File: config.mk
export PLATFORM = sky130hd
export DESIGN_NAME = psram_arbiter
export DESIGN_NICKNAME = d
export VERILOG_FILES = /design/src/rtl/psram_arbiter.sv
export SDC_FILE = /design/constraint.sdc
export NUM_CORES = 1
export LEC_CHECK = 0
export CORE_MARGIN = 10
export CORE_UTILIZATION = 47
export CTS_CLUSTER_DIAMETER = 60
export DETAILED_ROUTE_END_ITERATION = 7
export GPL_ROUTABILITY_DRIVEN = 0
export PLACE_DENSITY_LB_ADDON = 0.1
export REMOVE_ABC_BUFFERS = 1
export SYNTH_ARGS = -nofsm -noshare
export SYNTH_HDL_FRONTEND = slang
export SYNTH_SLANG_ARGS = --single-unit
File: constraint.sdc
create_clock -name clk -period 2.8 [get_ports clk]
set_input_delay 0.56 -clock clk [delete_from_list [all_inputs] [get_ports clk]]
set_output_delay 0.56 -clock clk [all_outputs]
set_load 0.02 [all_outputs]
File: src/rtl/psram_arbiter.sv
// psram_arbiter
//   Shares one PSRAM controller between the CPU (read/write) and the VIC-II
//   (read-only). PHI0 picks the preferred side in IDLE, a per-requester wait
//   counter forces a win after MAX_WAIT contested losses, and the side just
//   served is masked for one IDLE cycle so a synchronous master can drop req.
//   Each grant becomes one controller transaction: mem_ce pulse, wait for
//   mem_busy to rise (with timeout), wait for it to fall, then a one-cycle ack.
//
// Ports
//   clk, reset          clock, asynchronous active-high reset
//   phase               PHI0 level: 0 = VIC preferred, 1 = CPU preferred
//   cpu_req/write/addr/wdata -> cpu_ack, cpu_rdata
//   vic_req/addr             -> vic_ack, vic_rdata
//   mem_ce/write/addr/wdata  -> controller; mem_busy, mem_rdata <- controller
//   err                 sticky start-timeout flag
//   dbg_state           current FSM state (IDLE=0 ISSUE=1 WAIT_START=2
//                       WAIT_DONE=3 RESP=4)
//
// Handshake: a requester raises req (level) and holds it until its ack
// pulses for one cycle; rdata is valid in that ack cycle. Dropping req after
// the grant does not cancel the transaction.
module psram_arbiter #(
    parameter int ADDR_W        = 16,
    parameter int DATA_W        = 8,
    parameter int MAX_WAIT      = 3,
    parameter int START_TIMEOUT = 15
) (
    input  logic              clk,
    input  logic              reset,
    input  logic              phase,
    input  logic              cpu_req,
    input  logic              cpu_write,
    input  logic [ADDR_W-1:0] cpu_addr,
    input  logic [DATA_W-1:0] cpu_wdata,
    output logic              cpu_ack,
    output logic [DATA_W-1:0] cpu_rdata,
    input  logic              vic_req,
    input  logic [ADDR_W-1:0] vic_addr,
    output logic              vic_ack,
    output logic [DATA_W-1:0] vic_rdata,
    output logic              mem_ce,
    output logic              mem_write,
    output logic [ADDR_W-1:0] mem_addr,
    output logic [DATA_W-1:0] mem_wdata,
    input  logic              mem_busy,
    input  logic [DATA_W-1:0] mem_rdata,
    output logic              err,
    output logic [2:0]        dbg_state
);

    localparam int WW = $clog2(MAX_WAIT + 1);
    localparam int TW = $clog2(START_TIMEOUT + 1);
    localparam logic [WW-1:0] WAIT_MAX = WW'(MAX_WAIT);
    localparam logic [TW-1:0] TO_LAST  = TW'(START_TIMEOUT - 1);

    typedef enum logic [2:0] {
        S_IDLE       = 3'd0,
        S_ISSUE      = 3'd1,
        S_WAIT_START = 3'd2,
        S_WAIT_DONE  = 3'd3,
        S_RESP       = 3'd4
    } state_t;

    state_t          state, state_next;
    logic            owner_vic;
    logic            hold_cpu, hold_vic;
    logic [WW-1:0]   cpu_wait, vic_wait;
    logic [TW-1:0]   tcnt;

    logic            cpu_ok, vic_ok;
    logic            contested, grant_cpu, grant_vic;
    logic            timeout_hit, done_hit;

    assign dbg_state = state;
    assign cpu_ok    = cpu_req & ~hold_cpu;
    assign vic_ok    = vic_req & ~hold_vic;

    always_ff @(posedge clk or posedge reset) begin
        if (reset) state <= S_IDLE;
        else       state <= state_next;
    end

    always_comb begin
        state_next  = state;
        contested   = 1'b0;
        grant_cpu   = 1'b0;
        grant_vic   = 1'b0;
        timeout_hit = 1'b0;
        done_hit    = 1'b0;
        case (state)
            S_IDLE: begin
                if (cpu_ok && vic_ok) begin
                    contested = 1'b1;
                    // The non-preferred side wins once it has lost MAX_WAIT times.
                    if (phase) begin
                        grant_vic = (vic_wait == WAIT_MAX);
                        grant_cpu = ~grant_vic;
                    end else begin
                        grant_cpu = (cpu_wait == WAIT_MAX);
                        grant_vic = ~grant_cpu;
                    end
                end else begin
                    grant_cpu = cpu_ok;
                    grant_vic = vic_ok;
                end
                if (grant_cpu || grant_vic) state_next = S_ISSUE;
            end
            S_ISSUE: state_next = S_WAIT_START;
            S_WAIT_START: begin
                if (mem_busy) begin
                    state_next = S_WAIT_DONE;
                end else if (tcnt == TO_LAST) begin
                    timeout_hit = 1'b1;
                    state_next  = S_RESP;
                end
            end
            S_WAIT_DONE: begin
                if (!mem_busy) begin
                    done_hit   = 1'b1;
                    state_next = S_RESP;
                end
            end
            S_RESP:  state_next = S_IDLE;
            default: state_next = S_IDLE;
        endcase
    end

    always_ff @(posedge clk or posedge reset) begin
        if (reset) begin
            owner_vic <= 1'b0;
            hold_cpu  <= 1'b0;
            hold_vic  <= 1'b0;
            cpu_wait  <= '0;
            vic_wait  <= '0;
            tcnt      <= '0;
            mem_ce    <= 1'b0;
            mem_write <= 1'b0;
            mem_addr  <= '0;
            mem_wdata <= '0;
            cpu_ack   <= 1'b0;
            vic_ack   <= 1'b0;
            cpu_rdata <= '0;
            vic_rdata <= '0;
            err       <= 1'b0;
        end else begin
            // Pulses are registered copies of the upcoming state.
            mem_ce  <= (state_next == S_ISSUE);
            cpu_ack <= (state_next == S_RESP) && !owner_vic;
            vic_ack <= (state_next == S_RESP) &&  owner_vic;
            // Mask the side being served for the single IDLE cycle after RESP.
            hold_cpu <= (state == S_RESP) && !owner_vic;
            hold_vic <= (state == S_RESP) &&  owner_vic;

            if (grant_cpu) begin
                owner_vic <= 1'b0;
                mem_addr  <= cpu_addr;
                mem_write <= cpu_write;
                mem_wdata <= cpu_wdata;
                cpu_wait  <= '0;
                if (contested && vic_wait != WAIT_MAX) vic_wait <= vic_wait + 1'b1;
            end
            if (grant_vic) begin
                owner_vic <= 1'b1;
                mem_addr  <= vic_addr;
                mem_write <= 1'b0;
                mem_wdata <= '0;
                vic_wait  <= '0;
                if (contested && cpu_wait != WAIT_MAX) cpu_wait <= cpu_wait + 1'b1;
            end

            if (state == S_ISSUE)           tcnt <= '0;
            else if (state == S_WAIT_START) tcnt <= tcnt + 1'b1;

            if (timeout_hit) begin
                err <= 1'b1;
                if (owner_vic) vic_rdata <= '1;
                else           cpu_rdata <= '1;
            end
            if (done_hit && !mem_write) begin
                if (owner_vic) vic_rdata <= mem_rdata;
                else           cpu_rdata <= mem_rdata;
            end
        end
    end

endmodule
==> results of run 1 <==
-- layer usage --
layer,track usage,share of wire
met3,0.0463,0.088
met2,0.281,0.47
met5,0,0
met4,0.100,0.031
met1,0.227,0.41
-- cell type report --
| cell class | count | area, sq um |
|---|---|---|
| fillers | 434 | 1530 |
| flip-flops and latches | 59 | 1480 |
| multi-input cells | 187 | 1180 |
| repair buffers | 109 | 1090 |
| clock buffers | 10 | 138 |
| well taps | 72 | 90.1 |
| clock inverters | 6 | 88.8 |
| inverters | 5 | 18.8 |
-- report_power, final --
group | internal (uW) | switching [uW] | total, uW
Sequential | 1220 | 299 | 1520
Clock | 524 | 361 | 886
Combinational | 958 | 1040 | 2000
Total | 2700 | 1700 | 4410
-- logic make-up (layout without fill, tap and decap cells) --
logic type / count (synthesis) / after routing / share of synthesized area
compound gates: 89 / 89 / 0.199
simple gates: 87 / 87 / 0.184
flops: 59 / 59 / 0.536
buf+inv: 21 / 130 / 0.0354
fa+ha+maj: 6 / 6 / 0.0273
mux: 4 / 4 / 0.0150
xor+xnor: 1 / 1 / 0.00318
-- worst min path at each step --
stage | from | slack [ns] | cells past startpoint | end
floorplan | cpu_wait[1] | 0.50 | 1 | cpu_wait[1]
global placement | err | 0.44 | 1 | err
detailed placement | err | 0.45 | 1 | err
CTS | reset | 0.41 | 2 | mem_addr[15]
global route | reset | 0.44 | 2 | mem_addr[15]
finish | reset | 0.41 | 2 | mem_addr[15]
-- per-stage QoR --
stage          cells  area (sq um)  utilization  hold WS, ns
2_1_floorplan    251          2670            -        0.495
3_3_place_gp     432          3850        0.687        0.441
3_5_place_dp     432          3850        0.687        0.448
4_1_cts          448          4080        0.728        0.411
5_1_grt          448          4080        0.728        0.439
6_report         448          4080        0.728        0.410
-- layout by cell type, fill, tap and decap left out, drive strengths merged, types with 3 or more instances in the layout --
| cell | count |
|---|---|
| nor2 | 11 |
| nor3 | 21 |
| inv | 5 |
| clkbuf | 10 |
| o22a | 14 |
| a21oi | 16 |
| o21ai | 34 |
| ha | 6 |
| dfrtp | 59 |
| clkdlybuf4s50 | 102 |
| mux2i | 3 |
| nand2 | 8 |
| nand2b | 4 |
| buf | 7 |
| nand3 | 28 |
| a31oi | 18 |
==> impl_metrics.env, run 1 <==
export IMPL_status="completed"
export IMPL_start_util=0.491
export IMPL_drt_initial_drc_count=151
export IMPL_crit_chain="clkdlybuf4s50_1"
export IMPL_yosys_top_cells_area="dfrtp_1 (54%), o21ai_0 (6.0%), nand3_1 (5.1%)"
export IMPL_synth_seq_cells=59
export IMPL_grt_pass1_vias=2521
export IMPL_syn_area_sq_mm=0.00275
export IMPL_grt_pass1_wl_um=13100
export IMPL_worst_path_stages=1
export IMPL_dp_final_hpwl_um=6040
export IMPL_ant_nets=0
export IMPL_fin_crit_ns=2.27
export IMPL_cp_slowest_stage_delay_ns=0.71
export IMPL_maxSlewHeadroom=0.425
export IMPL_yosysTopAreaCell="dfrtp_1"
export IMPL_reg2reg_from="dbg_state[0]"
export IMPL_clock_latency_ns=0.36
export IMPL_grt_overflow_total=0
export IMPL_wl_per_cell_um=18.6
export IMPL_cts_tree="yes"
export IMPL_drive_above_1_share=0.0957
export IMPL_synth_warnings=0
export IMPL_grt_max_degree=55
export IMPL_clockBufferDepth=2
export IMPL_clock_sinks=59
export IMPL_synthArstFlopShare=1.00
export IMPL_cts_clk_slew_worst_paths_ns=0.07
export IMPL_setup_viol=0
export IMPL_drv_slew=0
export IMPL_fin_skew_ns=0.00779
export IMPL_root_buffer="clkbuf_8"
export IMPL_arrival_ns=1.71
export IMPL_timing_setup_tns_ns=0
export IMPL_ir_worst_vdd_uv=524
export IMPL_worst_pin_slew_ns=0.863
export IMPL_synth_cell_type_count=43
export IMPL_critPathMaxFanout=17
export IMPL_dieWidth_um=96.5
export IMPL_synth_edff_count=0
export IMPL_grt_use_total=0.182
export IMPL_synth_most_common_cell="dfrtp_1"
export IMPL_yosysSeqAreaShare=0.536
export IMPL_total_leakage_power_uw=0.00167
export IMPL_worstPathRequired_ns=2.24
export IMPL_min_period_over_period=0.811
export IMPL_worstSetupEndpointType="output port"
export IMPL_synthCells=267
export IMPL_synthFlopType="dfrtp_1"
export IMPL_yosys_top_cells_count="dfrtp_1 (59), o21ai_0 (33), nand3_1 (28)"
export IMPL_h_tree_depth=3
export IMPL_via_per_inst=5.72
export IMPL_rows=27
export IMPL_cp_startpoint="dbg_state[2]"
export IMPL_cts_setup_buffers=0
export IMPL_die_y_um=96.5
export IMPL_hold_path_class="in2async"
export IMPL_path_class="reg2out"
export IMPL_area_delta_synth_final_pct=48.2
export IMPL_r2r_end="mem_addr[0]"
export IMPL_power_uw=4410
export IMPL_place_worst_setup_slack_ns=0.352
export IMPL_rsz0062_at_grt="no"
export IMPL_coreArea_sq_mm=0.00561
export IMPL_port_buffers=102
export IMPL_cts_resized=0
export IMPL_antennaDiodeCount=0
export IMPL_endpoint="dbg_state[2]"
export IMPL_boundaryPins=103
export IMPL_postSynthAreaPerCell_sq_um=10.3
export IMPL_drc=0
export IMPL_dr_total_vias=2563
export IMPL_drt_pass1_iterations=4
export IMPL_crit_family="buffers and inverters"
export IMPL_startpoint_type="flip-flop"
export IMPL_power_density_mw_per_mm2=1080
export IMPL_antenna_found_initial=0
export IMPL_die_area_sq_mm=0.00932
export IMPL_hold_violations=0
export IMPL_routed_wl_um=8350
export IMPL_cts_hold_buffers=0
export IMPL_nNetsFinal=432
export IMPL_yosysTopAreaCellShare=0.536
export IMPL_path_buf_inv=1
export IMPL_fmax_ghz=0.440
export IMPL_cpMaxStageDelayCell="clkdlybuf4s50_1"
export IMPL_cap_violations=0
export IMPL_cts_buffers=9
export IMPL_setup_ws_ns=0.528
export IMPL_reg2regPathDepth=4
export IMPL_rrSetupSlack_ns=0.77
Note: power is estimated with default switching activity, not from simulation.
==> run 2: changes to the inputs <==
CORE_UTILIZATION = 44   (was 47)
clock period = 2.16 ns   (was 2.8 ns; I/O delays follow)
==> run 2 against run 1 <==
First-iteration DRC count is 38% lower. Cell area is 1.5% higher. Register-to-register slack worse by 0.35 ns. Die area is 5.4% higher. Clock skew is 0.0036 ns higher. Combinational power is 33% higher. Non-clock buffer count is 8 higher. Worst hold slack better by 0.0042 ns. Largest cell class unchanged.
==> impl_metrics.env, run 2 (synthesis gave the netlist of run 1 again) <==
export IMPL_root_buffer="clkbuf_8"
export IMPL_die_y_um=99.1
export IMPL_fin_crit_ns=1.95
export IMPL_h_tree_depth=3
export IMPL_fin_skew_ns=0.0114
export IMPL_cp_slowest_stage_delay_ns=0.68
export IMPL_cts_hold_buffers=0
export IMPL_path_buf_inv=1
export IMPL_drive_above_1_share=0.117
export IMPL_clockBufferDepth=2
export IMPL_drv_slew=0
export IMPL_worstSetupEndpointType="output port"
export IMPL_status="completed"
export IMPL_ir_worst_vdd_uv=813
export IMPL_grt_use_total=0.168
export IMPL_grt_pass1_wl_um=13400
export IMPL_worst_pin_slew_ns=0.518
export IMPL_startpoint_type="flip-flop"
export IMPL_power_density_mw_per_mm2=1390
export IMPL_drc=0
export IMPL_hold_path_class="in2async"
export IMPL_whs_ns=0.414
export IMPL_drt_initial_drc_count=94
export IMPL_die_area_sq_mm=0.00982
export IMPL_setup_viol=0
export IMPL_maxSlewHeadroom=0.653
export IMPL_grt_pass1_vias=2536
export IMPL_nNetsFinal=440
export IMPL_power_uw=5760
export IMPL_port_buffers=102
export IMPL_antennaDiodeCount=0
export IMPL_hold_violations=0
export IMPL_ant_nets=0
export IMPL_fmax_ghz=0.512
export IMPL_drt_pass1_iterations=4
export IMPL_area_delta_synth_final_pct=50.5
export IMPL_boundaryPins=103
export IMPL_antenna_found_initial=0
export IMPL_cts_setup_buffers=0
export IMPL_routed_wl_um=8340
export IMPL_drt_met1_wl_um=3680
export IMPL_arrival_ns=1.52
export IMPL_clock_sinks=59
export IMPL_fillerInstances=463
export IMPL_rsz0062_at_grt="no"
export IMPL_wl_met2_um=3860
export IMPL_worstPathRequired_ns=1.73
export IMPL_cpMaxStageDelayCell="clkdlybuf4s50_1"
export IMPL_rrSetupSlack_ns=0.42
export IMPL_start_util=0.459
export IMPL_wl_met3_um=527
export IMPL_min_period_over_period=0.904
export IMPL_crit_family="buffers and inverters"
export IMPL_grt_overflow_total=0
export IMPL_critPathMaxFanout=9
export IMPL_cts_buffers=9
export IMPL_cts_clk_slew_worst_paths_ns=0.08
export IMPL_final_cell_mix="clkdlybuf4s50_1 (102), dfrtp_1 (58), o21ai_0 (33), nand3_1 (28), nor3_1 (19)"
export IMPL_cts_resized=0
export IMPL_via_per_inst=5.47
export IMPL_total_leakage_power_uw=0.00171
export IMPL_path_class="reg2out"
export IMPL_dr_total_vias=2511
export IMPL_layout_commonest_cell="clkdlybuf4s50_1"
export IMPL_rows=28
export IMPL_dieWidth_um=99.1
export IMPL_reg2reg_from="dbg_state[1]"
export IMPL_clock_latency_ns=0.35
export IMPL_wl_per_cell_um=18.2
export IMPL_dr_max_layer_used="met4"
export IMPL_reg2regPathDepth=4
export IMPL_coreArea_sq_mm=0.00599
export IMPL_cap_violations=0
export IMPL_cts_tree="yes"
export IMPL_grt_max_degree=27
export IMPL_crit_chain="clkdlybuf4s50_1"
export IMPL_dp_final_hpwl_um=6080
[run 2: cell types whose count changed in the layout (fill, tap and decap cells not counted)]
cell / previous run / this run
clkinv_4: 1 / 2
dfrtp_1: 59 / 58
inv_6: 0 / 2
clkbuf_8: 10 / 9
dfrtp_2: 0 / 1
clkinvlp_4: 2 / 0
buf_4: 6 / 14
[run 2: through the flow]
step	instances	TNS, ns	area (sq um)	setup slack (ns)	util
floorplan	251	-0.368	2670	-0.167	-
global placement	443	0	3920	0.158	0.654
detailed placement	443	0	3920	0.0442	0.654
CTS	459	0	4140	0.0445	0.691
global route	459	0	4140	0.145	0.692
finish	459	0	4140	0.207	0.692
[run 2: power breakdown]
| part | internal, uW | total (uW) | switching, uW | leakage, uW |
|---|---|---|---|---|
| clock | 659 | 1150 | 496 | 0.000114 |
| combinational | 1280 | 2660 | 1380 | 0.000873 |
| sequential | 1580 | 1940 | 359 | 0.000724 |
| total | 3530 | 5760 | 2230 | 0.00171 |
[run 2: final cells by class]
cell class | count | area, sq um | share of cell area
clock buffers | 9 | 124 | 0.0299
clock inverters | 7 | 100 | 0.0242
inverters | 5 | 18.8 | 0.00453
multi-input cells | 187 | 1180 | 0.285
flip-flops and latches | 59 | 1480 | 0.357
well taps | 75 | 93.8 | 0.0227
repair buffers | 117 | 1150 | 0.277
[run 2: layer usage]
metal	track usage	up-vias
met5	0	-
met4	0.0838	0
met3	0.0505	22
met2	0.248	78
met1	0.218	1199
li1	-	1212
[run 2: worst max-delay path by stage]
stage                 startpoint      endpoint  slack [ns]  cells after the start
detailed placement       vic_req   cpu_wait[0]        0.04                      5
global placement        mem_busy     flip-flop        0.16                      4
CTS                 dbg_state[0]  dbg_state[0]        0.04                      1
global route        dbg_state[0]  dbg_state[0]        0.15                      1
finish              dbg_state[1]  dbg_state[1]        0.21                      1
floorplan            vic_wait[0]   cpu_wait[0]       -0.17                      5
==> run 3: changes to the inputs <==
CELL_PAD_IN_SITES_DETAIL_PLACEMENT = 1   (was unset)
CELL_PAD_IN_SITES_GLOBAL_PLACEMENT = 1   (was unset)
CORE_UTILIZATION = 33   (was 44)
==> run 3 against run 2 <==
Final cell count is 7.0% higher. Combinational power grew 2%. Total power down 0.26%. Core utilization decreased by 18 points. Worst hold slack worse by 0.0098 ns. Clock skew is 0.0028 ns lower. Wire length up 12%. Flip-flop and latch count stayed put. Setup slack got worse by 0.057 ns.
==> impl_metrics.env, run 3 (synthesis gave the netlist of run 1 again) <==
export IMPL_coreArea_sq_mm=0.00818
export IMPL_cpMaxStageDelayCell="clkdlybuf4s50_1"
export IMPL_die_y_um=111
export IMPL_worst_pin_slew_ns=0.692
export IMPL_worstSetupEndpointType="output port"
export IMPL_boundaryPins=103
export IMPL_path_class="reg2out"
export IMPL_cap_violations=0
export IMPL_power_density_mw_per_mm2=1360
export IMPL_drt_pass1_iterations=4
export IMPL_ir_worst_vdd_uv=536
export IMPL_ant_nets=0
export IMPL_fin_crit_ns=2.01
export IMPL_grt_max_degree=36
export IMPL_port_buffers=102
export IMPL_p_sw_uw=2230
export IMPL_clock_sinks=59
export IMPL_grt_use_total=0.151
export IMPL_drc=0
export IMPL_comb_power_share=0.470
export IMPL_crit_chain="clkdlybuf4s50_1"
export IMPL_die_area_sq_mm=0.0124
export IMPL_routed_wl_um=9360
export IMPL_startpoint_type="flip-flop"
export IMPL_cp_slowest_stage_delay_ns=0.68
export IMPL_worstPathRequired_ns=1.73
export IMPL_cts_clk_slew_worst_paths_ns=0.07
export IMPL_clockBufferDepth=2
export IMPL_critPathMaxFanout=10
export IMPL_drv_slew=0
export IMPL_setup_viol=0
export IMPL_root_buffer="clkbuf_8"
export IMPL_cts_buffers=9
export IMPL_rows=33
export IMPL_dp_final_hpwl_um=6880
export IMPL_nNetsFinal=442
export IMPL_hold_violations=0
export IMPL_sw_frac_of_total=0.389
export IMPL_internal_power_uw=3510
export IMPL_hold_path_class="in2async"
export IMPL_status="completed"
export IMPL_path_buf_inv=1
export IMPL_antennaDiodeCount=0
export IMPL_grt_pass1_wl_um=15400
export IMPL_clkPwrFrac=0.188
export IMPL_final_cell_mix="clkdlybuf4s50_1 (102), dfrtp_1 (58), o21ai_0 (33), nand3_1 (28), nor3_1 (19)"
export IMPL_wl_per_cell_um=19.1
export IMPL_timing_setup_tns_ns=0
export IMPL_cts_tree="yes"
export IMPL_stdcell_count=491
export IMPL_start_util=0.337
export IMPL_finish_utilization=0.515
export IMPL_drt_initial_drc_count=85
export IMPL_p_seq_frac=0.342
export IMPL_grt_pass1_vias=2857
export IMPL_rsz0062_at_grt="no"
export IMPL_clock_latency_ns=0.34
export IMPL_dieWidth_um=111
export IMPL_drive_above_1_share=0.122
export IMPL_layout_commonest_cell="clkdlybuf4s50_1"
export IMPL_total_leakage_power_uw=0.00172
export IMPL_maxSlewHeadroom=0.539
export IMPL_fmax_ghz=0.498
export IMPL_area_delta_synth_final_pct=52.9
export IMPL_dp_cells=475
export IMPL_via_per_inst=5.24
export IMPL_grt_overflow_total=0
export IMPL_h_tree_depth=3
export IMPL_min_period_over_period=0.931
export IMPL_crit_family="buffers and inverters"
export IMPL_arrival_ns=1.58
export IMPL_dr_total_vias=2572
export IMPL_fin_skew_ns=0.00861
export IMPL_antenna_found_initial=0
==> run 3: power groups by stage <==
stage	logic, uW	registers, uW	clock network (uW)
global route	2940	2040	1150
global placement	2670	1970	0
floorplan	905	2410	0
CTS	2760	1970	1110
detailed placement	2750	1990	0
finish	2700	1960	1080
==> run 3: final cells by class <==
class,instances,area (sq um)
fillers,925,3970
flip-flops and latches,59,1480
repair buffers,119,1190
multi-input cells,187,1180
clock buffers,12,165
well taps,105,131
clock inverters,4,47.5
inverters,5,18.8
==> run 3: metal layers <==
layer | vias up | track usage | wire length [um]
met1 | 1292 | 0.182 | 4150
li1 | 1216 | - | -
met4 | 0 | 0.0497 | 107
met2 | 55 | 0.259 | 4740
met5 | - | 0 | 0
met3 | 9 | 0.0344 | 363
==> run 3: through the flow <==
step	area (sq um)	power, uW	hold WS (ns)	setup slack, ns
after floorplan	2670	3310	0.495	-0.167
after global placement	4000	4630	0.448	0.0575
after detailed placement	4000	4750	0.460	-0.0322
after CTS	4210	5840	0.415	0.126
after global routing	4210	6130	0.446	0.0920
final	4210	5740	0.405	0.150
==> run 3: final timing paths <==
check	start	endpoint	slack (ns)	depth (start not counted)
min in group clk	err	err	0.47	1
worst max register to register	vic_wait[0]	mem_addr[13]	0.33	5
worst max-delay path	dbg_state[2]	dbg_state[2]	0.15	1
worst min register to register	err	err	0.47	1
max in group asynchronous	reset	dbg_state[0]	1.20	3
worst min-delay path	reset	mem_addr[6]	0.40	2
==> run 3: timing repair <==
action | CTS | global route
hold buffers | 0 | 0
endpoints found under the hold margin | 0 | 0
setup buffers | 0 | 0
gates resized for setup | 1 | 0
endpoints found under the setup margin | 1 | 0
